**config.mk**
```make
export PLATFORM = sky130hd
export DESIGN_NAME = score_rank_display
export DESIGN_NICKNAME = d
export VERILOG_FILES = /design/src/rtl/score_rank_display.sv
export SDC_FILE = /design/constraint.sdc
export NUM_CORES = 1
export LEC_CHECK = 0
export CORE_MARGIN = 2
export CORE_UTILIZATION = 59
export DETAILED_ROUTE_END_ITERATION = 10
export PLACE_DENSITY = 0.79
export SETUP_SLACK_MARGIN = 0.2
export SYNTH_ARGS = -nofsm -noshare
export SYNTH_HDL_FRONTEND = slang
export SYNTH_SLANG_ARGS = --single-unit
```
**constraint.sdc**
```tcl
create_clock -name clk -period 3 [get_ports clk]
set_input_delay 0.45 -clock clk [delete_from_list [all_inputs] [get_ports clk]]
set_output_delay 0.45 -clock clk [all_outputs]
set_load 0.03 [all_outputs]
```
**src/rtl/score_rank_display.sv**
```systemverilog
// score_rank_display: builds a sorted top-N leaderboard from a streamed scoreboard dump
// and cycles its ranks onto the display outputs. Optional BCD readout: SCORE_RANK_DISPLAY_BCD_EN.
module score_rank_display #(
    parameter int unsigned TOP_N = 4,
    parameter int unsigned DWELL = 50_000_000,
    parameter int unsigned RW    = 2
) (
    input  logic          clk,
    input  logic          rst,
    input  logic [31:0]   sb_entry,
    input  logic          sb_parity,
    output logic [RW-1:0] disp_rank,
    output logic [15:0]   disp_userid,
    output logic [15:0]   disp_score,
    output logic          disp_valid,
    output logic          busy,
    output logic          done
`ifdef SCORE_RANK_DISPLAY_BCD_EN
    ,
    output logic [19:0]   disp_score_bcd
`endif
);

    localparam int unsigned    DCW        = (DWELL > 1) ? $clog2(DWELL) : 1;
    localparam logic [DCW-1:0] DWELL_LAST = DCW'(DWELL - 1);
    localparam logic [31:0]    END_MARK   = 32'hFFFF_FFFF;

    typedef struct packed {
        logic [15:0] userid;
        logic [15:0] score;
    } entry_t;

    typedef enum logic [1:0] {S_IDLE, S_COLLECT, S_INSERT, S_SHOW} state_t;

    state_t                 state_q, state_d;
    logic                   par_q;
    entry_t                 hold_q, hold_d;
    entry_t                 pend_q, pend_d;
    logic                   pend_v_q, pend_v_d;
    entry_t [TOP_N-1:0]     slot_q, slot_d, ins_slot;
    logic   [TOP_N-1:0]     gt;
    logic   [DCW-1:0]       dwell_q, dwell_d;
    logic   [RW-1:0]        disp_rank_q, disp_rank_d;
    logic   [15:0]          disp_userid_q, disp_userid_d;
    logic   [15:0]          disp_score_q, disp_score_d;
    logic                   disp_valid_q, disp_valid_d, disp_valid_pre;
    logic                   busy_q, busy_d;
    logic                   done_q, done_d;
    logic                   new_ev, is_end, rank_wrap;
    entry_t                 in_ent, sel_slot;
    logic   [15:0]          nxt_score;

    assign new_ev = (sb_parity != par_q);
    assign is_end = (sb_entry == END_MARK);
    assign in_ent = entry_t'(sb_entry);

    // Sorted insert: slots are descending, so gt is a suffix mask; a zero score never wins.
    always_comb begin
        for (int i = 0; i < int'(TOP_N); i++) begin
            gt[i] = (hold_q.score > slot_q[i].score);
        end
        ins_slot[0] = gt[0] ? hold_q : slot_q[0];
        for (int i = 1; i < int'(TOP_N); i++) begin
            ins_slot[i] = !gt[i] ? slot_q[i] : (gt[i-1] ? slot_q[i-1] : hold_q);
        end
    end

    // Current slot on display and the score of the slot after it (0 past the end).
    always_comb begin
        sel_slot  = slot_q[0];
        nxt_score = 16'd0;
        for (int i = 0; i < int'(TOP_N); i++) begin
            if (disp_rank_q == RW'(i)) sel_slot = slot_q[i];
        end
        for (int i = 1; i < int'(TOP_N); i++) begin
            if (disp_rank_q == RW'(i - 1)) nxt_score = slot_q[i].score;
        end
        rank_wrap = (nxt_score == 16'd0);
    end

    always_comb begin
        state_d        = state_q;
        hold_d         = hold_q;
        pend_d         = pend_q;
        pend_v_d       = pend_v_q;
        slot_d         = slot_q;
        dwell_d        = dwell_q;
        disp_rank_d    = disp_rank_q;
        disp_userid_d  = 16'd0;
        disp_score_d   = 16'd0;
        disp_valid_pre = 1'b0;

        unique case (state_q)
            S_IDLE: begin
                if (new_ev && !is_end) begin
                    slot_d  = '0;
                    hold_d  = in_ent;
                    state_d = S_INSERT;
                end
            end
            S_COLLECT: begin
                if (pend_v_q) begin
                    hold_d   = pend_q;
                    pend_v_d = 1'b0;
                    state_d  = S_INSERT;
                    if (new_ev && !is_end) begin
                        pend_d   = in_ent;
                        pend_v_d = 1'b1;
                    end
                end else if (new_ev && !is_end) begin
                    hold_d  = in_ent;
                    state_d = S_INSERT;
                end else if (is_end) begin
                    dwell_d     = '0;
                    disp_rank_d = '0;
                    state_d     = S_SHOW;
                end
            end
            S_INSERT: begin
                slot_d  = ins_slot;
                state_d = S_COLLECT;
                // Second register stage so a toggle during the insert cycle is kept.
                if (new_ev && !is_end) begin
                    pend_d   = in_ent;
                    pend_v_d = 1'b1;
                end
            end
            S_SHOW: begin
                if (new_ev && !is_end) begin
                    slot_d      = '0;
                    hold_d      = in_ent;
                    pend_v_d    = 1'b0;
                    disp_rank_d = '0;
                    state_d     = S_INSERT;
                end else if (dwell_q == DWELL_LAST) begin
                    dwell_d     = '0;
                    disp_rank_d = rank_wrap ? '0 : disp_rank_q + RW'(1);
                end else begin
                    dwell_d = dwell_q + DCW'(1);
                end
            end
            default: state_d = S_IDLE;
        endcase

        if (state_d == S_SHOW) begin
            disp_userid_d  = sel_slot.userid;
            disp_score_d   = sel_slot.score;
            disp_valid_pre = (slot_q[0].score != 16'd0);
        end
        busy_d = (state_d == S_COLLECT) || (state_d == S_INSERT);
        done_d = (state_d == S_SHOW);
    end

`ifdef SCORE_RANK_DISPLAY_BCD_EN
    logic [4:0]  conv_cnt_q, conv_cnt_d;
    logic        conv_act_q, conv_act_d;
    logic [15:0] conv_bin_q, conv_bin_d;
    logic [19:0] conv_bcd_q, conv_bcd_d;
    logic [19:0] bcd_out_q, bcd_out_d;
    logic [19:0] bcd_adj;
    logic [15:0] load_score;
    logic        rank_load;

    // Sequential double-dabble, restarted whenever a new rank is put on display.
    always_comb begin
        conv_cnt_d = conv_cnt_q;
        conv_act_d = conv_act_q;
        conv_bin_d = conv_bin_q;
        conv_bcd_d = conv_bcd_q;
        bcd_out_d  = bcd_out_q;
        load_score = slot_q[0].score;
        for (int i = 0; i < int'(TOP_N); i++) begin
            if (disp_rank_d == RW'(i)) load_score = slot_q[i].score;
        end
        for (int k = 0; k < 5; k++) begin
            bcd_adj[4*k +: 4] = (conv_bcd_q[4*k +: 4] >= 4'd5) ?
                                4'(conv_bcd_q[4*k +: 4] + 4'd3) : conv_bcd_q[4*k +: 4];
        end
        rank_load = (state_d == S_SHOW) &&
                    ((state_q != S_SHOW) || (disp_rank_d != disp_rank_q));

        if (rank_load) begin
            conv_act_d = 1'b1;
            conv_cnt_d = 5'd16;
            conv_bin_d = load_score;
            conv_bcd_d = 20'd0;
        end else if (conv_act_q) begin
            if (conv_cnt_q != 5'd0) begin
                {conv_bcd_d, conv_bin_d} = {bcd_adj, conv_bin_q} << 1;
                conv_cnt_d = conv_cnt_q - 5'd1;
            end else begin
                bcd_out_d  = conv_bcd_q;
                conv_act_d = 1'b0;
            end
        end
        if (state_d != S_SHOW) conv_act_d = 1'b0;
    end

    assign disp_valid_d   = disp_valid_pre && !conv_act_d;
    assign disp_score_bcd = bcd_out_q;

    always_ff @(posedge clk) begin
        if (!rst) begin
            conv_cnt_q <= 5'd0;
            conv_act_q <= 1'b0;
            conv_bin_q <= 16'd0;
            conv_bcd_q <= 20'd0;
            bcd_out_q  <= 20'd0;
        end else begin
            conv_cnt_q <= conv_cnt_d;
            conv_act_q <= conv_act_d;
            conv_bin_q <= conv_bin_d;
            conv_bcd_q <= conv_bcd_d;
            bcd_out_q  <= bcd_out_d;
        end
    end
`else
    assign disp_valid_d = disp_valid_pre;
`endif

    always_ff @(posedge clk) begin
        if (!rst) begin
            state_q       <= S_IDLE;
            par_q         <= sb_parity;
            hold_q        <= '0;
            pend_q        <= '0;
            pend_v_q      <= 1'b0;
            slot_q        <= '0;
            dwell_q       <= '0;
            disp_rank_q   <= '0;
            disp_userid_q <= 16'd0;
            disp_score_q  <= 16'd0;
            disp_valid_q  <= 1'b0;
            busy_q        <= 1'b0;
            done_q        <= 1'b0;
        end else begin
            state_q       <= state_d;
            par_q         <= sb_parity;
            hold_q        <= hold_d;
            pend_q        <= pend_d;
            pend_v_q      <= pend_v_d;
            slot_q        <= slot_d;
            dwell_q       <= dwell_d;
            disp_rank_q   <= disp_rank_d;
            disp_userid_q <= disp_userid_d;
            disp_score_q  <= disp_score_d;
            disp_valid_q  <= disp_valid_d;
            busy_q        <= busy_d;
            done_q        <= done_d;
        end
    end

    assign disp_rank   = disp_rank_q;
    assign disp_userid = disp_userid_q;
    assign disp_score  = disp_score_q;
    assign disp_valid  = disp_valid_q;
    assign busy        = busy_q;
    assign done        = done_q;

endmodule

```
==> metrics.yaml, run 1 <==
run_status:
  status: "completed"
final_layout:
  area_delta_synth_final_pct: 17.6
  layout-drive-gt1-share_pct: 9.72
  layoutNonFillerInstCount: 2048
  n_antenna_cell: 0
  nNetsFinal: 1817
  fin_area_mm2: 0.0165
sta:
  slew_headroom_pct: 17.6
  worst_pin_slew_ps: 1230
  tns_ps: 0
  min_period_ps: 2760
  fmax_mhz: 363
  setup_slack_ps: 244
  setup_violations: 0
  slew_violations: 0
  hold_viol: 0
  clock_skew_ps: 20.8
  fin_crit_sh_pct: 91.9
  rsz0062_at_grt: "yes"
  whs_ps: 403
setup_path:
  endpoint_kind: "flip-flop"
  required_ps: 3410
  path_class: "flip-flop to flip-flop"
  crit_arrival_ps: 3170
  worstPathMaxFanout: 64
  r2r_slack_ps: 240
  startpoint_type: "flip-flop"
logic_synthesis:
  synth_cells: 1665
  synthMuxAreaShare_pct: 8.27
  synthTopCellsByArea: "dfxtp_1 (37%), mux2i_1 (8.3%), ha_1 (6.6%), nand2_1 (4.8%), nor2_1 (4.7%)"
  ys_warn_count: 0
  synth_xor_area_share_pct: 0.936
  ys_async_sr_fraction_pct: 0
  synth_cell_type_count: 66
  synth_top_family_by_area: "compound AO/OA/AOI/OAI gates"
  synth_adder_area_share_pct: 6.60
  synth.avg_cell_area_um2: 8.43
  synth_common_cells: "dfxtp_1 (259), nand2_1 (178), nor2_1 (176)"
  synth-seq-area-share_pct: 37.0
  synth_edf_count: 0
  yosys.area_share.simple_pct: 19.4
  yosys.area.top_type: "dfxtp_1"
  synth_top_area_share_pct: 37.0
  syn_area_mm2: 0.0140
  ys_seq_elements: 259
  synthFlopType: "dfxtp_1"
  syn_nets: 1774
  synth.most_common_cell: "dfxtp_1"
  synth-compound-area-share_pct: 21.9
die:
  dieArea_mm2: 0.0250
  ioPinCount: 72
  start_util_pct: 60.0
  dieHeight_um: 158
  chipWidth_um: 158
  core_area_mm2: 0.0234
  num_rows: 56
power:
  cellLeakagePower_nw: 5.97
  powerDensity_mw_per_mm2: 964
  ir_worst_vdd_v: 0.000793
grt:
  grt_usage_pct: 31.6
  grt_pass1_vias: 12100
  antenna_found_initial: 0
  grt_pass1_wl_um: 64400
  grt-ovfl-total: 0
  grt_max_degree: 97
detailed_routing:
  vias_per_cell: 6.53
  drt_iter0_markers: 1150
  drt-wirelength-per-cell_um: 19.5
  num_vias: 13400
  wirelength_um: 40000
  ant_nets: 0
  drtPass1Iterations: 7
  drc: 0
clock_network:
  cts.htree.levels: 1
  clk_path_buf_depth: 3
  clock-sinks: 259
  tritoncts: "built"
  holdBufCountCts: 0
  path_clk_slew_ps: 60
  cts-buffers-inserted: 28
  root_buffer: "clkbuf_16"
  clk_latency_ps: 560
placement:
  io_buffers: 71
  place_inst: 1996
  place_ws_ps: -142
  placed_area_mm2: 0.0155
  gp_congestion: 0.941
  detailed_place_hpwl_um: 27700
flow_run:
  maxCapViolations: 0
worst_hold_path:
  worstHoldPathType: "input pin to flip-flop"
==> worst paths after layout <==
| check | to | startpoint | depth (start not counted) |
|---|---|---|---|
| setup reg to reg | slot_q[127] | hold_q[10] | 8 |
| hold / removal | par_q | sb_parity | 1 |
| hold reg to reg | slot_q[26] | slot_q[26] | 2 |
| setup / recovery | slot_q[127] | hold_q[10] | 8 |
==> critical path: stages, from the launching register on <==
cell	delay, ps
dfxtp_1	390
ha_1	340
nand4_1	170
or4_1	560
a21o_1	200
and3_2	230
buf_12	190
o311ai_0	390
nand3_1	100
==> layer usage <==
metal	GRT usage (%)	up-vias	part of all wire [%]
met5	0	-	0
met1	47.0	6318	44
met3	5.12	86	9.5
li1	-	6300	-
met4	9.61	0	2.8
met2	46.9	679	44
==> logic make-up (layout without fill, tap and decap cells) <==
| group | after synthesis | in the layout |
|---|---|---|
| compound gates | 408 | 408 |
| fa+ha+maj | 74 | 74 |
| simple gates | 573 | 573 |
| buf+inv | 220 | 284 |
| mux | 116 | 116 |
| flops | 259 | 259 |
| xor+xnor | 15 | 15 |
==> stage by stage <==
| step | util (%) | total power, mW |
|---|---|---|
| final | 70.5 | 15.9 |
| after global routing | 70.5 | 16.7 |
| after CTS | 70.4 | 15.7 |
| after detailed placement | 66.2 | 12.0 |
| after global placement | 66.2 | 11.8 |
| after floorplan | - | 9.53 |
==> final cells by class <==
class / count / area, µm²
Inverter: 78 / 293
Sequential cell: 259 / 5190
Timing Repair Buffer: 155 / 1520
Clock buffer: 36 / 791
Multi-Input combinational cell: 1186 / 8130
Clock inverter: 15 / 193
Fill cell: 1883 / 6900
Tap cell: 319 / 399
==> flip-flops by register name (all words and copies together) (netlist names) <==
register,flops
busy,1
disp_rank,2
disp_score,16
disp_userid,16
disp_valid,1
done,1
dwell_q,26
hold_q,32
par_q,1
pend_q,32
pend_v_q,1
slot_q,128
state_q,2
==> power breakdown <==
group	total (mW)	leakage (nW)	switching (mW)	internal, mW
registers	4.66	2.10	0.713	3.94
logic	7.61	3.38	4.71	2.90
clock network	3.65	0.490	1.45	2.20
==> what timing repair did <==
item,4_1_cts,5_1_grt
resized for setup,0,9
endpoints found under the setup margin,0,76
buffers inserted,0,1
==> layout by cell type (no fill, tap or decap), drive strengths merged, types with 51 or more instances in the layout <==
cell type | netlist | final
o2bb2ai | 64 | 64
mux2i | 116 | 116
nand3 | 51 | 51
ha | 74 | 74
buf | 13 | 85
nand2 | 178 | 178
nor2 | 176 | 176
nand4 | 93 | 93
dfxtp | 259 | 259
clkdlybuf4s50 | 0 | 70
inv | 78 | 79
a21oi | 85 | 85
Note: power is estimated with default switching activity, not from simulation.
==> run 2: changes to the inputs <==
--- a/config.mk
+++ b/config.mk
@@ -6,9 +6,9 @@
 export NUM_CORES = 1
 export LEC_CHECK = 0
 export CORE_MARGIN = 2
-export CORE_UTILIZATION = 59
+export CORE_UTILIZATION = 61
 export DETAILED_ROUTE_END_ITERATION = 10
-export PLACE_DENSITY = 0.79
+export PLACE_DENSITY = 0.81
 export SETUP_SLACK_MARGIN = 0.2
 export SYNTH_ARGS = -nofsm -noshare
 export SYNTH_HDL_FRONTEND = slang
==> run 2 against run 1 <==
Net effect: via count grew 0.84%; sequential share of layout area shrank 0.065 points; global-route usage grew 0.61 points; final area grew 0.18%; critical endpoint is now slot_q[11]; largest power group unchanged; highest routed layer is now met5.
==> metrics.yaml, run 2 (synthesized netlist as in run 1, its figures left out) <==
clock_network:
  clock-sinks: 259  # unchanged
  cts-buffers-inserted: 28  # unchanged
  clk_latency_ps: 560  # about the same
  tritoncts: "built"  # unchanged
  cts.htree.levels: 1  # unchanged
  clk_path_buf_depth: 3  # unchanged
  root_buffer: "clkbuf_16"  # unchanged
  path_clk_slew_ps: 60  # about the same
die:
  core_area_mm2: 0.0226  # was 0.0234 mm²
  chipWidth_um: 156  # was 158 µm
  num_rows: 55  # was 56
  ioPinCount: 72  # unchanged
  dieHeight_um: 156  # was 158 µm
  dieArea_mm2: 0.0242  # was 0.0250 mm²
  start_util_pct: 62.0  # was 60.0%
power:
  powerDensity_mw_per_mm2: 970  # was 964 mW/mm²
  ir_worst_vdd_v: 0.000863  # was 0.000793 V
  cellLeakagePower_nw: 6.01  # was 5.97 nW
detailed_routing:
  drc: 0  # unchanged
  num_vias: 13500  # was 13,400
  drt_iter0_markers: 1272  # was 1,150
  drtPass1Iterations: 7  # unchanged
  wirelength_um: 40400  # was 40,000 µm
  ant_nets: 0  # unchanged
  drt-wirelength-per-cell_um: 20.0  # was 19.5 µm
  vias_per_cell: 6.69  # was 6.53
sta:
  slew_headroom_pct: 19.2  # was 17.6%
  slew_violations: 0  # unchanged
  min_period_ps: 2700  # was 2760 ps
  whs_ps: 231  # was 403 ps
  fin_crit_sh_pct: 89.9  # was 91.9%
  fmax_mhz: 371  # was 363 MHz
  clock_skew_ps: 24.3  # was 20.8 ps
  worst_pin_slew_ps: 1210  # was 1230 ps
  hold_viol: 0  # unchanged
  rsz0062_at_grt: "yes"  # unchanged
  setup_violations: 0  # unchanged
placement:
  detailed_place_hpwl_um: 27300  # was 27,700 µm
  gp_congestion: 0.908  # was 0.941
  io_buffers: 71  # unchanged
final_layout:
  top_regs: "slot_q: 128 flops, hold_q: 32 flops, pend_q: 32 flops"  # unchanged
  layout-drive-gt1-share_pct: 10.2  # was 9.72%
  mostFrequentLayoutCells: "dfxtp_1 (256), nand2_1 (178), nor2_1 (174), mux2i_1 (116), nand4_1 (91)"  # was dfxtp_1 (255), nand2_1 (178), nor2_1 (174), mux2i_1 (116), nand4_1 (91)
  nNetsFinal: 1820  # was 1,817
  fin_util_pct: 73.0  # was 70.5%
  final_common_cell: "dfxtp_1"  # unchanged
  n_antenna_cell: 0  # unchanged
  largest_reg_flops: 128  # unchanged
  fill_cells: 1625  # was 1,883
  largest-register: "slot_q"  # unchanged
  area_delta_synth_final_pct: 17.9  # was 17.6%
setup_path:
  worstRegToRegCells: 9  # was 8
  endpoint_kind: "flip-flop"  # unchanged
  startpoint: "hold_q[15]"  # was hold_q[10]
  crit_arrival_ps: 3160  # was 3170 ps
  worstPathMaxFanout: 32  # was 64
  path_class: "flip-flop to flip-flop"  # unchanged
  startpoint_type: "flip-flop"  # unchanged
  required_ps: 3460  # was 3410 ps
  rr_startpoint: "hold_q[15]"  # was hold_q[10]
grt:
  grt-ovfl-total: 0  # unchanged
  antenna_found_initial: 1  # was 0
  grt_pass1_vias: 12400  # was 12,100
  grt_max_degree: 79  # was 97
  grt_usage_pct: 32.2  # was 31.6%
  grt_pass1_wl_um: 64500  # was 64,400 µm
run_status:
  status: "completed"  # unchanged
worst_hold_path:
  hold_depth: 3  # was 1
  worstHoldStart: "rst"  # was sb_parity
  worstHoldPathType: "input pin to flip-flop"  # unchanged
flow_run:
  maxCapViolations: 0  # unchanged
[run 2: worst max-delay path, stage by stage (launching register included)]
cell     delay (ps)
dfxtp_1         380
buf_4           210
ha_1            320
nand4_1         250
or4_1           580
nor2_1          150
a41oi_2          60
and2_0          180
buf_4           230
o31ai_1         220
[run 2: path summary, 6_finish.rpt]
| path | endpoint | slack, ps |
|---|---|---|
| hold reg to reg | slot_q[112] | 480 |
| hold / removal | slot_q[0] | 230 |
| setup reg to reg | slot_q[11] | 300 |
| setup / recovery | slot_q[11] | 300 |
[run 2: report_power, final]
part	total [mW]	leakage (nW)	switching [mW]	internal, mW
registers	4.68	2.10	0.738	3.94
clock network	3.67	0.486	1.43	2.23
logic	7.70	3.43	4.79	2.91
total	16.0	6.01	6.96	9.09
[run 2: metrics by stage]
| stage | worst slack [ps] | instance area [µm²] | setup TNS, ps | power [mW] | cells |
|---|---|---|---|---|---|
| finish | 302 | 16500 | 0 | 16.0 | 2017 |
| global route | 195 | 16500 | 0 | 16.8 | 2017 |
| floorplan | 418 | 14000 | 0 | 9.53 | 1665 |
| CTS | 203 | 16400 | 0 | 15.7 | 2015 |
| detailed placement | -104 | 15500 | -1360 | 12.0 | 1964 |
| global placement | -53.9 | 15500 | -106 | 11.8 | 1964 |
[run 2: repair_timing]
item | 4_1_cts | 5_1_grt
setup buffers | 0 | 2
gates resized for setup | 0 | 46
endpoints found under the setup margin | 0 | 90
hold buffers | 0 | 0
[run 2: area by class of cell]
type	count	area [µm²]	area share [%]
Clock buffer	41	820	4.96
Inverter	78	293	1.77
Sequential cell	259	5190	31.4
Timing Repair Buffer	158	1520	9.20
Multi-Input combinational cell	1186	8190	49.5
Tap cell	285	357	2.16
Clock inverter	10	165	0.999
[run 2: layer usage]
metal / vias up / GRT usage (%) / routed length [µm]
met5: - / 0 / 13
met4: 2 / 8.48 / 858
met3: 99 / 5.36 / 3840
met2: 706 / 49.3 / 18000
met1: 6376 / 47.2 / 17700
li1: 6313 / - / -
